===== src/rtl/regfile_pkg.sv =====
// Shared widths and the buffered write-back entry used by the register-file
// write-side controller and its MDU result FIFO.
package regfile_pkg;

  localparam int ADDRESS_WIDTH = 5;
  localparam int DATA_WIDTH    = 32;

  typedef struct packed {
    logic [ADDRESS_WIDTH-1:0] rd;
    logic [DATA_WIDTH-1:0]    wd;
  } wb_entry_t;

endpackage


===== src/rtl/wb_fifo.sv =====
// In-order buffer for MDU results that lost the write port to the pipeline.
// Pointers wrap naturally because DEPTH is a power of two.
module wb_fifo import regfile_pkg::*; #(
  parameter int DEPTH = 2,
  parameter int CW    = $clog2(DEPTH) + 1
) (
  input  logic          clk,
  input  logic          rst,
  input  logic          push,
  input  logic          pop,
  input  wb_entry_t     din,
  output wb_entry_t     head,
  output logic          full,
  output logic          empty,
  output logic [CW-1:0] count
);

  localparam int PW = $clog2(DEPTH);

  wb_entry_t        mem_r [DEPTH];
  logic [PW-1:0]    wr_ptr_r;
  logic [PW-1:0]    rd_ptr_r;
  logic [CW-1:0]    count_r;
  logic             push_ok_s;
  logic             pop_ok_s;

  assign full      = (count_r == CW'(DEPTH));
  assign empty     = (count_r == {CW{1'b0}});
  assign count     = count_r;
  assign head      = mem_r[rd_ptr_r];
  assign push_ok_s = push && !full;
  assign pop_ok_s  = pop && !empty;

  // Entry storage, written only on an accepted push.
  always_ff @(posedge clk) begin
    if (push_ok_s) begin
      mem_r[wr_ptr_r] <= din;
    end
  end

  // Pointer and occupancy tracking; a push and pop in one cycle leave count unchanged.
  always_ff @(posedge clk) begin
    if (rst) begin
      wr_ptr_r <= {PW{1'b0}};
      rd_ptr_r <= {PW{1'b0}};
      count_r  <= {CW{1'b0}};
    end else begin
      if (push_ok_s) begin
        wr_ptr_r <= wr_ptr_r + PW'(1);
      end
      if (pop_ok_s) begin
        rd_ptr_r <= rd_ptr_r + PW'(1);
      end
      case ({push_ok_s, pop_ok_s})
        2'b10:   count_r <= count_r + CW'(1);
        2'b01:   count_r <= count_r - CW'(1);
        default: count_r <= count_r;
      endcase
    end
  end

endmodule


===== src/rtl/regfile_writeback.sv =====
// Register-file write-port arbiter: pipeline writeback first, then buffered or
// bypassed MDU results, with a pending scoreboard for decode hazard stalls.
module regfile_writeback #(
  parameter int ADDRESS_WIDTH = regfile_pkg::ADDRESS_WIDTH,
  parameter int DATA_WIDTH    = regfile_pkg::DATA_WIDTH,
  parameter int FIFO_DEPTH    = 2
) (
  input  logic                     clk,
  input  logic                     rst,
  input  logic                     pipe_we,
  input  logic [ADDRESS_WIDTH-1:0] pipe_rd,
  input  logic [DATA_WIDTH-1:0]    pipe_wd,
  input  logic                     mdu_issue,
  input  logic [ADDRESS_WIDTH-1:0] mdu_issue_rd,
  input  logic                     mdu_valid,
  input  logic [ADDRESS_WIDTH-1:0] mdu_rd,
  input  logic [DATA_WIDTH-1:0]    mdu_wd,
  output logic                     mdu_ready,
  input  logic [ADDRESS_WIDTH-1:0] chk_rs1,
  input  logic [ADDRESS_WIDTH-1:0] chk_rs2,
  input  logic [ADDRESS_WIDTH-1:0] chk_rd,
  output logic                     stall,
  output logic                     pending_any,
  output logic                     WE3,
  output logic [ADDRESS_WIDTH-1:0] AD3,
  output logic [DATA_WIDTH-1:0]    WD3
);
  import regfile_pkg::*;

  localparam int NREG = 2 ** ADDRESS_WIDTH;
  localparam int CW   = $clog2(FIFO_DEPTH) + 1;

  wb_entry_t               fifo_din_s;
  wb_entry_t               fifo_head_s;
  logic                    fifo_full_s;
  logic                    fifo_empty_s;
  logic [CW-1:0]           fifo_count_s;
  logic                    pipe_sel_s;
  logic                    acc_s;
  logic                    bypass_s;
  logic                    push_s;
  logic                    pop_s;
  logic                    sel_we_s;
  logic                    sel_mdu_s;
  logic [ADDRESS_WIDTH-1:0] sel_rd_s;
  logic [DATA_WIDTH-1:0]   sel_wd_s;
  logic [NREG-1:0]         sb_r;
  logic [NREG-1:0]         sb_next_s;
  logic [NREG-1:0]         set_mask_s;
  logic [NREG-1:0]         clr_mask_s;

  assign mdu_ready   = !rst && (fifo_count_s < CW'(FIFO_DEPTH));
  assign pipe_sel_s  = pipe_we && (pipe_rd != {ADDRESS_WIDTH{1'b0}});
  assign acc_s       = mdu_valid && mdu_ready;
  assign bypass_s    = acc_s && (mdu_rd != {ADDRESS_WIDTH{1'b0}}) && fifo_empty_s && !pipe_sel_s;
  assign push_s      = acc_s && (mdu_rd != {ADDRESS_WIDTH{1'b0}}) && !bypass_s && !fifo_full_s;
  assign pop_s       = !pipe_sel_s && !fifo_empty_s;
  assign fifo_din_s  = '{rd: mdu_rd, wd: mdu_wd};
  assign pending_any = |sb_r;

  wb_fifo #(.DEPTH(FIFO_DEPTH), .CW(CW)) u_fifo (
    .clk   (clk),
    .rst   (rst),
    .push  (push_s),
    .pop   (pop_s),
    .din   (fifo_din_s),
    .head  (fifo_head_s),
    .full  (fifo_full_s),
    .empty (fifo_empty_s),
    .count (fifo_count_s)
  );

  // Write-port selection: pipeline, then FIFO head, then same-cycle MDU bypass.
  always_comb begin
    sel_we_s  = 1'b0;
    sel_mdu_s = 1'b0;
    sel_rd_s  = {ADDRESS_WIDTH{1'b0}};
    sel_wd_s  = {DATA_WIDTH{1'b0}};
    if (pipe_sel_s) begin
      sel_we_s = 1'b1;
      sel_rd_s = pipe_rd;
      sel_wd_s = pipe_wd;
    end else if (pop_s) begin
      sel_we_s  = 1'b1;
      sel_mdu_s = 1'b1;
      sel_rd_s  = fifo_head_s.rd;
      sel_wd_s  = fifo_head_s.wd;
    end else if (bypass_s) begin
      sel_we_s  = 1'b1;
      sel_mdu_s = 1'b1;
      sel_rd_s  = mdu_rd;
      sel_wd_s  = mdu_wd;
    end else begin
      sel_we_s  = 1'b0;
      sel_mdu_s = 1'b0;
    end
  end

  // Scoreboard update; an issue to the same register as a committing result wins.
  always_comb begin
    set_mask_s = {NREG{1'b0}};
    clr_mask_s = {NREG{1'b0}};
    if (mdu_issue && (mdu_issue_rd != {ADDRESS_WIDTH{1'b0}})) begin
      set_mask_s[mdu_issue_rd] = 1'b1;
    end else begin
      set_mask_s = {NREG{1'b0}};
    end
    if (sel_we_s && sel_mdu_s) begin
      clr_mask_s[sel_rd_s] = 1'b1;
    end else begin
      clr_mask_s = {NREG{1'b0}};
    end
    sb_next_s    = (sb_r & ~clr_mask_s) | set_mask_s;
    sb_next_s[0] = 1'b0;
  end

  // Pending-result scoreboard register.
  always_ff @(posedge clk) begin
    if (rst) begin
      sb_r <= {NREG{1'b0}};
    end else begin
      sb_r <= sb_next_s;
    end
  end

  // Decode hazard check; register 0 is never pending.
  always_comb begin
    stall = 1'b0;
    if (rst) begin
      stall = 1'b0;
    end else begin
      stall = ((chk_rs1 != {ADDRESS_WIDTH{1'b0}}) && sb_r[chk_rs1]) ||
              ((chk_rs2 != {ADDRESS_WIDTH{1'b0}}) && sb_r[chk_rs2]) ||
              ((chk_rd  != {ADDRESS_WIDTH{1'b0}}) && sb_r[chk_rd]);
    end
  end

  // Registered write port; address and data hold when no write is selected.
  always_ff @(posedge clk) begin
    if (rst) begin
      WE3 <= 1'b0;
      AD3 <= {ADDRESS_WIDTH{1'b0}};
      WD3 <= {DATA_WIDTH{1'b0}};
    end else begin
      WE3 <= sel_we_s;
      if (sel_we_s) begin
        AD3 <= sel_rd_s;
        WD3 <= sel_wd_s;
      end
    end
  end

endmodule

===== config.mk =====
export PLATFORM = sky130hd
export DESIGN_NAME = regfile_writeback
export DESIGN_NICKNAME = d
export VERILOG_FILES = /design/src/rtl/regfile_pkg.sv /design/src/rtl/wb_fifo.sv /design/src/rtl/regfile_writeback.sv
export SDC_FILE = /design/constraint.sdc
export NUM_CORES = 1
export LEC_CHECK = 0
export CAP_MARGIN = 30
export CORE_MARGIN = 10
export CORE_UTILIZATION = 47
export CTS_BUF_LIST = sky130_fd_sc_hd__clkbuf_2 sky130_fd_sc_hd__clkbuf_4 sky130_fd_sc_hd__clkbuf_8
export DETAILED_ROUTE_END_ITERATION = 16
export HOLD_SLACK_MARGIN = 0.06
export PLACE_DENSITY = 0.77
export SLEW_MARGIN = 20
export SYNTH_ARGS = -nofsm -noshare
export SYNTH_HDL_FRONTEND = slang
export SYNTH_SLANG_ARGS = --single-unit

===== constraint.sdc =====
create_clock -name clk -period 3.19 [get_ports clk]
set_input_delay 0.4785 -clock clk [delete_from_list [all_inputs] [get_ports clk]]
set_output_delay 0.4785 -clock clk [all_outputs]
set_load 0.02 [all_outputs]

# Word-level counts from Yosys, hierarchy flattened
# Memory sizes are Yosys's and may differ from the RTL's. A register that Yosys moved wholly into a read port is not among the register bits.
# Cells that the tools add are included.
[word_totals] regBits=74 ramBits=74 out_inout_bits=41 n_memories=1
[mem_list] name="u_fifo.mem_r" depth=2 width=37 read_ports=1 rd_clocked_by_memory_dff=1 wr=1 line="wb_fifo.sv:20" rtl="wb_entry_t mem_r [DEPTH];"
[op_classes] addsub=4 order_cmp=8 eq_ne=3 muxes=28 n_bitwise=3 reduce_logical=34
[op_table] operator="32-bit two-way mux" count=5
[op_table] operator="32-bit bitwise AND" count=1
[op_table] operator="32-bit inverter" count=1
[op_table] operator="32-bit OR" count=1
[op_table] operator="32-bit OR reduction" count=1
[op_table] operator="5-bit by 6-bit < comparator with 1-bit output, second input constant" count=5
[op_table] operator="5-bit nonzero test" count=6
[op_table] operator="1-bit logical AND" count=18
[op_table] operator="1-bit binary-select mux with 5-bit select" count=3
[op_table] operator="5-bit two-way mux" count=3
[op_table] operator="1-bit two-way mux" count=14
[op_table] operator="1-bit demux with 5-bit select" count=2
[op_table] operator="5-bit by 1-bit >= comparator with 1-bit output, second input constant" count=2
[op_table] operator="1-bit zero test" count=5
[op_table] operator="2-bit equality test, second input constant" count=2
[op_table] operator="2-bit one-hot mux with 2 select lines" count=1
[op_table] operator="1-bit adder, second input constant" count=2
[op_table] operator="2-bit by 1-bit adder with 2-bit output, second input constant" count=1
[op_table] operator="2-bit by 1-bit equality test with 1-bit output, second input constant" count=1
[op_table] operator="2-bit zero test" count=1
[op_table] operator="1-bit logical OR" count=2
[op_table] operator="2-bit < comparator, second input constant" count=1
[op_table] operator="2-bit nonzero test" count=1
[op_table] operator="2-bit by 1-bit subtractor with 2-bit output, second input constant" count=1

# Longest topological paths before layout
[logic_depth] ltp_word=17 depth_mapped=9 ltp_nobuf=8

# Cells and area by module
# From an unflattened synthesis, not the netlist that was laid out.
[hier_totals] hier_cells=693 area_unflattened_um2=7353.3
[modules_own_cells] mod="regfile_writeback" n_inst=1 cells_each=552 area_each_um2=4470.5
[modules_own_cells] mod="wb_fifo" n_inst=1 cells_each=141 area_each_um2=2882.8

# Worst setup path after synthesis
# No wires, ideal clock.
[synth_timing] kind="input to register" from="in rst" to="mem u_fifo.mem_r[0][0] (netlist bit) (enable)" arrival_ns=3.005 required_time_ns=2.759 path_slack_ns=-0.247 stages=5 cell_sequence="or3b_1 -> clkbuf_1 -> o21bai_1 -> o21bai_1 -> nor2_1"
[synth_between] elab_chain_len=12
[synth_rtl] item="start, declared" line="regfile_writeback.sv:9" rtl="input logic rst,"
[synth_rtl] item="1-bit zero test *" line="regfile_writeback.sv:52" rtl="assign mdu_ready = !rst && (fifo_count_s < CW'(FIFO_DEPTH));"
[synth_rtl] item="1-bit logical AND *" line="regfile_writeback.sv:52"
[synth_rtl] item="1-bit logical AND *" line="regfile_writeback.sv:54" rtl="assign acc_s = mdu_valid && mdu_ready;"
[synth_rtl] item="1-bit logical AND *" line="regfile_writeback.sv:55, regfile_writeback.sv:56"
[synth_rtl] item="1-bit logical AND (2 in a row)" line="regfile_writeback.sv:55" rtl="assign bypass_s = acc_s && (mdu_rd != {ADDRESS_WIDTH{1'b0}}) && fifo_empty_s && !pipe_sel_s;"
[synth_rtl] item="1-bit zero test" line="regfile_writeback.sv:56" rtl="assign push_s = acc_s && (mdu_rd != {ADDRESS_WIDTH{1'b0}}) && !bypass_s && !fifo_full_s;"
[synth_rtl] item="1-bit logical AND * (2 in a row)" line="regfile_writeback.sv:56"
[synth_rtl] item="1-bit logical AND *" line="wb_fifo.sv:31" rtl="assign push_ok_s = push && !full;"
[synth_rtl] item="1-bit two-way mux *" line="wb_fifo.sv:36" rtl="if (push_ok_s) begin"
[synth_rtl] item="1-bit two-way mux (not written as such) *" line="wb_fifo.sv:37" rtl="mem_r[wr_ptr_r] <= din;"
[synth_rtl] item="end, declared" line="wb_fifo.sv:20"
# Every way passes the cells marked *; elsewhere a longest branch is shown, timed or not.

# Worst setup path after layout
[layout_timing] from="in chk_rs1[0]" to="out stall"
[layout_between] elab_chain_len=6
[layout_rtl] item="start, declared" line="regfile_writeback.sv:19" rtl="input logic [ADDRESS_WIDTH-1:0] chk_rs1,"
[layout_rtl] item="1-bit binary-select mux with 5-bit select" line="regfile_writeback.sv:132" rtl="stall = ((chk_rs1 != {ADDRESS_WIDTH{1'b0}}) && sb_r[chk_rs1]) ||"
[layout_rtl] item="1-bit two-way mux (not written as such)" line="regfile_writeback.sv:132"
[layout_rtl] item="1-bit logical AND *" line="regfile_writeback.sv:132"
[layout_rtl] item="1-bit logical OR *" line="regfile_writeback.sv:132"
[layout_rtl] item="1-bit logical OR *" line="regfile_writeback.sv:133" rtl="((chk_rs2 != {ADDRESS_WIDTH{1'b0}}) && sb_r[chk_rs2]) ||"
[layout_rtl] item="1-bit two-way mux *" line="regfile_writeback.sv:129" rtl="if (rst) begin"
[layout_rtl] item="end, declared" line="regfile_writeback.sv:22" rtl="output logic stall,"
# Every way passes the cells marked *; elsewhere a longest branch is shown, timed or not. The select of a mux whose other input is x is not followed.

==> flow_metrics.py <==
metrics = {
    "worst_setup_path": {
        "cp_data_arrival_time_ps": 2490,
        "critPathLaunch": "chk_rs1[0]",
        "crit_path_max_fanout": 8,
        "endpoint_kind": "primary output",
        "start_kind": "input pin",
        "path_class": "input pin to primary output",
        "rr_startpoint": "u_fifo.count[1]",
        "cp.required_ps": 2710,
    },
    "floorplanning": {
        "num_rows": 44,
        "start_util_pct": 47.78,
        "io_pins": 140,
        "die_w_um": 141.3,
        "coreArea_um2": 14480,
        "dieArea_um2": 19970,
        "die_h_um": 141.3,
    },
    "sta": {
        "holdWs_ps": 463.9,
        "setup_tns_ps": 0,
        "skew_ps": 10.67,
        "finalCriticalPeriod_ps": 2965,
        "final.setup.worst_slack_ps": 225.5,
        "clock.fmax_mhz": 337.3,
        "setup_violations": 0,
        "rsz0062_at_grt": "false",
        "slew_headroom_pct": 45.40,
        "fin_crit_sh_pct": 92.93,
        "tightestPinTransition_ps": 819.1,
        "hold_viol": 0,
        "slew_viol_final": 0,
    },
    "synth": {
        "synth_area_leaders": "edfxtp_1 32%, dfxtp_1 21%, mux2i_1 7.2%, mux4_2 6.2%, a21oi_1 4.5%",
        "ys_types": 56,
        "synthMuxAreaShare_pct": 14.63,
        "yosysWarnings": 0,
        "synth_xor_area_share_pct": 0.5064,
        "synth_top_area_share_pct": 32.12,
        "synth-compound-area-share_pct": 17.33,
        "synth_simple_gate_area_share_pct": 10.65,
        "synth_common_cells": "74 x dfxtp_1, 74 x edfxtp_1, 62 x a21oi_1",
        "synth_top_family_by_area": "compound AO/OA/AOI/OAI gates",
        "synthCells": 612,
        "ys_ff_latch": 148,
        "synthesis.area_um2": 6918,
        "synthAdderAreaFrac_pct": 0.1809,
        "synth_top_flop_cell": "edfxtp_1",
        "synth_top_area_cell": "edfxtp_1",
        "avgSynthCellArea_um2": 11.30,
        "synth_nets": 712,
        "async_reset_ff_share_pct": 0,
        "seq_area_frac_synth_pct": 53.54,
        "synth-edff-count": 74,
    },
    "placed_design": {
        "post-place-ws_ps": -345.5,
        "placed_area_um2": 8675,
        "dp_hpwl_mm": 14.22,
        "portBuffers": 139,
        "place.gp.congestion": 0.9810,
    },
    "global_route": {
        "grt_use_total_pct": 19.43,
        "grt_pass1_vias": 5865,
        "globalRoute.totalOverflow": 0,
        "antenna_found_initial": 0,
        "grt_pass1_wl_mm": 31.12,
        "grt_max_degree": 77,
    },
    "clock_tree": {
        "h-tree-depth": 4,
        "cts_buffers": 17,
        "clk_path_buf_depth": 2,
        "cts.reportedPaths.clkPinSlew_ps": 80,
        "root_buffer": "clkbuf_8",
        "clock_latency_ps": 450,
        "cts.sinks": 148,
        "cts_tree": "done",
        "cts_hold_buf": 0,
    },
    "drt": {
        "wl_per_cell_um": 20.64,
        "viasPerCell": 6.013,
        "drt_iter0_markers": 470,
        "wl_mm": 19.67,
        "drtAntennaViolNets": 0,
        "vias": 5730,
        "drcViolationCount": 0,
        "drtPass1Iterations": 5,
    },
    "cells_and_area": {
        "nets": 856,
        "fin_area_um2": 9040,
        "syn_to_final_growth_pct": 30.67,
        "drive_gt1_share_pct": 14.17,
        "num_antenna_cells": 0,
    },
    "power_and_ir_drop": {
        "p_per_area_nw_per_um2": 588.9,
        "leakagePower_nw": 2.995,
        "irDropWorstVdd_mv": 0.3470,
    },
    "min_path": {
        "min_from": "AD3[4]",
        "worstHoldPathType": "flop to flop",
    },
    "status": {
        "outcome": "complete, no violations",
    },
    "job": {
        "maxCapViolCount": 0,
    },
}
## repair_timing
item,4_1_cts,5_1_grt
setup buffers,0,0
pin swaps,0,0
endpoints found under the setup margin,1,1
endpoints found under the hold margin,0,0
gates resized for setup,2,3
## logic make-up (layout without fill, tap and decap cells)
group                      count (synthesis)  in the layout
AOI/OAI and AO/OA                        180            180
xor gates and xnor gates                   4              4
muxes                                     76             76
buffers and inverters                     53            210
DFF                                      148            148
and+or+nand+nor                          150            150
adders and majority gates                  1              1
## worst max-delay path: stages
cell	delay, ps
clkdlybuf4s50_1	530
buf_12	150
mux4_2	490
a32o_1	260
a22oi_1	220
a41oi_1	150
clkbuf_2	210
## metal layers
| metal | track usage [%] | wire length [um] | vias to the layer above |
|---|---|---|---|
| met5 | 0 | 0 | - |
| met4 | 7.989 | 429 | 0 |
| met3 | 6.976 | 1790 | 35 |
| met2 | 32.36 | 9638 | 250 |
| met1 | 22.15 | 7814 | 2791 |
| li1 | - | - | 2654 |
## final timing paths
check	cells past startpoint	end	slack, ps
max	7	stall	230
min	2	AD3[4]	460
min reg2reg	2	AD3[4]	460
max reg2reg	8	sb_r[14]	740
## power breakdown
| part | internal [mW] | total (mW) | switching, mW |
|---|---|---|---|
| clock network | 0.689 | 1.36 | 0.675 |
| logic | 0.731 | 1.68 | 0.952 |
| registers | 2.17 | 2.28 | 0.108 |
## layout by cell type (no fill, tap or decap), types with 4 or more instances in the layout
cell type / netlist / layout
clkdlybuf4s50_1: 0 / 136
edfxtp_1: 74 / 74
dfxtp_1: 74 / 73
a21oi_1: 62 / 62
nand2_1: 58 / 58
mux2i_1: 50 / 50
nor2_1: 37 / 33
o2bb2ai_1: 32 / 32
buf_4: 0 / 31
a22oi_1: 23 / 23
mux4_2: 19 / 19
clkbuf_8: 0 / 19
o21ai_1: 16 / 16
o21ai_0: 15 / 15
nand3_1: 11 / 11
a222oi_1: 10 / 10
nor4_1: 7 / 7
nand2b_1: 7 / 7
inv_1: 5 / 5
mux2_2: 5 / 5
or3b_2: 5 / 5
o22ai_1: 5 / 5
nand3b_1: 4 / 4
clkbuf_4: 0 / 4
clkinv_2: 0 / 4
## per-stage QoR
stage / utilization (%) / instances / power (mW)
6_report: 62.44 / 953 / 5.323
4_1_cts: 62.46 / 953 / 5.354
3_5_place_dp: 59.91 / 921 / 3.994
3_3_place_gp: 59.53 / 919 / 3.930
2_1_floorplan: - / 612 / 3.306
5_1_grt: 62.44 / 953 / 5.566
## area by class of cell
| type | instances | area [um^2] |
|---|---|---|
| multi-input combinational | 411 | 3027 |
| clock buffer | 23 | 291.5 |
| inverter | 5 | 18.77 |
| timing repair buffer | 173 | 1688 |
| sequential | 148 | 3705 |
| clock inverter | 9 | 80.08 |
| fill | 1109 | 5439 |
| tap | 184 | 230.2 |
## flip-flops by register name (all words and copies together), names as in the netlist, named ones only
signal	cells
u_fifo.count	2
WE3	1
WD3	32
AD3	5
u_fifo.wr_ptr_r	1
u_fifo.mem_r	74
u_fifo.rd_ptr_r	1
sb_r	31
No activity file was read; power rests on OpenSTA's default activity.
